<file path="src/rtl/traffic_signal_controller.sv">
// traffic_signal_controller: Moore FSM for a highway/country-road intersection.
// Highway is green by default; a country car triggers a timed handover through all-red.
module traffic_signal_controller #(
  parameter int Y2R_DELAY = 3,
  parameter int R2G_DELAY = 2,
  parameter int TIMER_W   = 8
) (
  input  logic       clk,
  input  logic       clr,
  input  logic       x,
  output logic [1:0] hwy,
  output logic [1:0] cntry
);
  localparam logic [2:0] S0 = 3'd0, S1 = 3'd1, S2 = 3'd2, S3 = 3'd3, S4 = 3'd4;
  localparam logic [1:0] RED = 2'd0, YELLOW = 2'd1, GREEN = 2'd2;
  logic [2:0]         r_state, w_next;
  logic [TIMER_W-1:0] r_timer;
  logic               w_y_done, w_r_done, w_untimed;
  assign w_y_done  = r_timer == TIMER_W'(Y2R_DELAY - 1);
  assign w_r_done  = r_timer == TIMER_W'(R2G_DELAY - 1);
  assign w_untimed = r_state == S0 || r_state == S3;
  always_ff @(posedge clk or negedge clr)
    if (!clr) begin
      r_state <= S0;
      r_timer <= '0;
    end else begin
      r_state <= w_next;
      r_timer <= (w_next != r_state || w_untimed) ? '0 : r_timer + 1'b1;
    end
  // Unreachable codes fall through to S0 on the next edge.
  always_comb begin
    w_next = S0;
    case (r_state)
      S0: w_next = x ? S1 : S0;
      S1: w_next = w_y_done ? S2 : S1;
      S2: w_next = w_r_done ? S3 : S2;
      S3: w_next = x ? S3 : S4;
      S4: w_next = w_y_done ? S0 : S4;
      default: w_next = S0;
    endcase
  end
  always_comb begin
    hwy   = GREEN;
    cntry = RED;
    case (r_state)
      S1: hwy = YELLOW;
      S2: hwy = RED;
      S3: begin
        hwy   = RED;
        cntry = GREEN;
      end
      S4: begin
        hwy   = RED;
        cntry = YELLOW;
      end
      default: begin
        hwy   = GREEN;
        cntry = RED;
      end
    endcase
  end
endmodule

</file>
<file path="config.mk">
export PLATFORM = sky130hd
export DESIGN_NAME = traffic_signal_controller
export DESIGN_NICKNAME = d
export VERILOG_FILES = /design/src/rtl/traffic_signal_controller.sv
export SDC_FILE = /design/constraint.sdc
export NUM_CORES = 1
export LEC_CHECK = 0
export CAP_MARGIN = 20
export CORE_AREA = 3 3 40 42
export DETAILED_ROUTE_END_ITERATION = 8
export DIE_AREA = 0 0 43 45
export DONT_BUFFER_PORTS = 1
export PLACE_DENSITY = 0.66
export REMOVE_ABC_BUFFERS = 1
export SLEW_MARGIN = 20
export SYNTH_ARGS = -nofsm -noshare
export SYNTH_HDL_FRONTEND = slang
export SYNTH_SLANG_ARGS = --single-unit
</file>
<file path="constraint.sdc">
create_clock -name clk -period 1.51 [get_ports clk]
set_input_delay 0.151 -clock clk [delete_from_list [all_inputs] [get_ports clk]]
set_output_delay 0.151 -clock clk [all_outputs]
set_load 0.01 [all_outputs]
</file>
==> results.md <==
- The pre-antenna-repair detailed-routing pass consisted of 4 iterations.
- The worst path meets setup with 0.0586 ns of slack.
- The pin count of the biggest net entering global routing is 13.
- The final route contains 576 vias.
- The element type at the critical path start is a flop.
- OpenSTA, run right after detailed placement, puts the worst setup slack at -0.0192 ns.
- The clock latency on the worst-skew pair is 0.27 ns.
- The startpoint identified for the worst register-to-register timing path is r_timer[0]$_DFF_PN0_.
- For the worst setup path, the data arrival time is 1.64 ns.
- The number of flip-flops and latches in the synthesized netlist is 11.
- Along the worst path, the maximum fanout reaches 8.
- Detailed placement finished with a half-perimeter wire length of 1010 µm.
- The number of pins exceeding their max-slew limit in the final report is 0.
- For the final database, setup skew stands at 0.000691 ns.
- Across the run, the number of max-cap violations was 0.
- Data on the critical path is required at its endpoint by 1.70 ns.
- After detailed routing, the number of remaining DRC violations is 0.
- The first routing iteration left 12 violations.
- The initial antenna violation count is 0.
- The min-delay analysis places its worst path in the category input pin to flop.
- After floorplanning, the core was divided into 13 placement rows.
- Synthesis handed over a netlist of 72 instances.
- Counting instances, the worst hold path has a depth of 2.
- Relative to the synthesized area, the layout overhead comes to 20.4%.
- Synthesis instantiated 29 different standard cells from the library.
- The area of all sequential standard cells is 278 µm².
- The worst register-to-register path ends at r_timer[6]$_DFF_PN0_.
- The initial utilization of the core area, before any placement, comes to 0.526.
- In the final routed layout, each cell accounts on average for 14.7 µm.
- For this run, the register share of the synthesized area comes to 0.407.
- The worst register-to-register path has a setup slack of 0.06 ns.
- In the final layout, the share of cells above drive strength 1 is 0.253.
- For this run, the total global-route usage over all layers was measured as 0.175.
- The top achievable clock speed is 689 MHz.
- Buffers placed on the I/O ports in this run total 0.
- The headroom to the max-slew limit is 0.663.
- STA classifies the critical path endpoint as a flop.
- The count of endpoints failing setup in the final report is 0.
- The via count of the first global-routing pass is 541.
- For this run, the post-layout net count is 90.
- For the finished layout, the period the worst path requires is 1.45 ns.
- The number of vias per cell after detailed routing is 5.88.
- Across all hold checks on the routed design, the worst slack comes to 0.130 ns.
- The number of sinks driven by the clock tree is 11.
- The maximum count of clock buffers along a single path is 2.
- The total standard cell area after synthesis is 676 µm².
- For the worst flop-to-flop path, the logic depth is 6.
- In this run the power density over the cells is 1720 nW/µm².
- Of the available clock period, the critical path in the final layout requires 0.961.
- The die covers 1940 µm².
- The count of inserted antenna diode cells is 0.
- The boundary pin count is 7.
- The number of endpoints with negative hold slack in the final report is 0.
- Summed over all layers, the global routing overflow is 0.
- The tree is rooted in a clkbuf_4.
- The x dimension of the die is 43 µm.
- The synthesis warning total is 0.
- The number of nets with antenna violations after routing is 0.
- From bottom edge to top edge, the die measures 45 µm.
- The endpoint of the worst hold-timing path is r_state[0]$_DFF_PN0_.
- The flow ran to the end, and the final reports show no timing, DRC or antenna violations.
- After clock tree synthesis, the clock-pin slew on the worst setup and hold paths is 0.07 ns.
- TritonCTS built the clock tree.
- The global-route wire length before repair is 2440 µm.
- At the end of routability-driven placement, the weighted congestion stood at 0.823.
- The total area of multi-input combinational cells is 388 µm².
- In this run the static leakage power is 0.000353 µW.
- For the pin with the worst max-slew slack, the measured transition is 0.504 ns.
- The worst hold path begins at x.
- After routing, the total negative slack on setup checks comes to 0 ns.
- The type of the worst setup path is flop to flop.
- The filler cells instantiated in the layout total 102.
- The region available for standard cell placement spans 1280 µm².
- For this block, the routed nets add up to 1440 µm of wire.
- The synthesized area divided by synthesized cell count is 9.38 µm².
- In this run the number of H-tree levels came out at 1.
- The number of buffers created by CTS is 3.
- The maximum ir drop on the vdd rail is 1.03 mV.
[cell type report]
class                   count  share of cell area
multi-input cells          51               0.477
flip-flops and latches     11               0.342
repair buffers              9              0.0892
inverters                   8              0.0369
clock buffers               4              0.0323
well taps                  15              0.0231
[registers in the layout, indices dropped and copies added, names as in the netlist]
signal and flops:
r_timer 8, r_state 3
[worst max-delay path by stage]
| stage | start | end | slack, ns | cells after the start |
|---|---|---|---|---|
| floorplan | r_timer[0]$_DFF_PN0_ | r_timer[5]$_DFF_PN0_ | 0.11 | 5 |
| global placement | r_timer[0]$_DFF_PN0_ | r_timer[2]$_DFF_PN0_ | 0.01 | 5 |
| detailed placement | r_timer[0]$_DFF_PN0_ | r_timer[7]$_DFF_PN0_ | -0.02 | 5 |
| CTS | r_state[0]$_DFF_PN0_ | cntry[1] | 0.007 | 3 |
| global route | r_timer[0]$_DFF_PN0_ | r_timer[5]$_DFF_PN0_ | -0.01 | 6 |
| finish | r_timer[0]$_DFF_PN0_ | r_timer[6]$_DFF_PN0_ | 0.06 | 6 |
[cells by family after synthesis]
kind of cell               synth area share
buffers and inverters                0.0685
and+or+nand+nor                       0.193
xor gates and xnor gates             0.0648
adders and majority gates            0.0556
AOI/OAI and AO/OA                     0.211
DFF                                   0.407
[where the power goes]
group	internal (µW)	switching (µW)	total, µW
sequential	363	115	478
combinational	343	380	723
clock	102	98.4	201
total	809	593	1400
[synth_stat cells]
library cell / instances / area (µm²)
nor4b_1: 2 / 17.5
xnor2_1: 3 / 26.3
o21a_1: 1 / 7.51
and3_1: 1 / 6.26
nand2_1: 3 / 11.3
a211oi_2: 1 / 12.5
dfrtp_1: 11 / 275
inv_2: 1 / 3.75
o32ai_1: 1 / 8.76
nand4_1: 2 / 12.5
a221o_2: 1 / 11.3
a21bo_2: 1 / 10.0
nand3_1: 4 / 20.0
buf_2: 1 / 5.00
nand2b_1: 1 / 6.26
o21ai_0: 4 / 20.0
a22oi_1: 3 / 22.5
ha_1: 3 / 37.5
o22ai_1: 1 / 6.26
or3_1: 3 / 18.8
nor2_1: 3 / 11.3
xor2_1: 2 / 17.5
a41oi_1: 1 / 8.76
and2b_1: 1 / 7.51
nor4_2: 1 / 12.5
nor2b_1: 1 / 6.26
buf_6: 1 / 11.3
inv_1: 7 / 26.3
a21oi_1: 7 / 35.0
[critical path, cell delays in order, from the launching register on]
cell and delay, ns:
dfrtp_1 0.37, inv_1 0.05, ha_1 0.26, nor4b_4 0.28, a211oi_4 0.07, buf_4 0.17, a22oi_1 0.17
[metal layers]
layer,routed length (µm),share of wire,vias up,global-route usage
met5,0,0,-,0
met4,14,0.0097,0,0.0542
met3,84,0.058,4,0.0717
met2,709,0.49,20,0.269
met1,635,0.44,272,0.227
li1,-,-,280,-
[per-stage QoR]
step                total power, µW   util  std cells  area [µm²]
CTS                            1320  0.610         97         783
floorplan                       876      -         70         659
global route                   1520  0.633         98         813
global placement               1060  0.563         91         723
finish                         1400  0.633         98         813
detailed placement             1060  0.563         91         723
[cells in the final DEF (no fill, tap or decap), types with 3 or more instances in the layout]
master / netlist / routed
dfrtp_1: 11 / 9
inv_1: 7 / 7
a21oi_1: 7 / 7
buf_4: 0 / 7
o21ai_0: 4 / 4
nand3_1: 4 / 4
xnor2_1: 3 / 3
nand2_1: 3 / 3
or3_1: 3 / 3
a22oi_1: 3 / 3
ha_1: 3 / 3
clkbuf_4: 0 / 3
[what timing repair did]
item | in CTS | in global routing
gates resized for setup | 2 | 6
cloned | 0 | 0
pin swaps | 0 | 1
endpoints found under the hold margin | 12 | 0
buffers inserted | 0 | 1
hold buffers | 2 | 0
endpoints found under the setup margin | 4 | 12
Note: power is estimated with default switching activity, not from simulation.
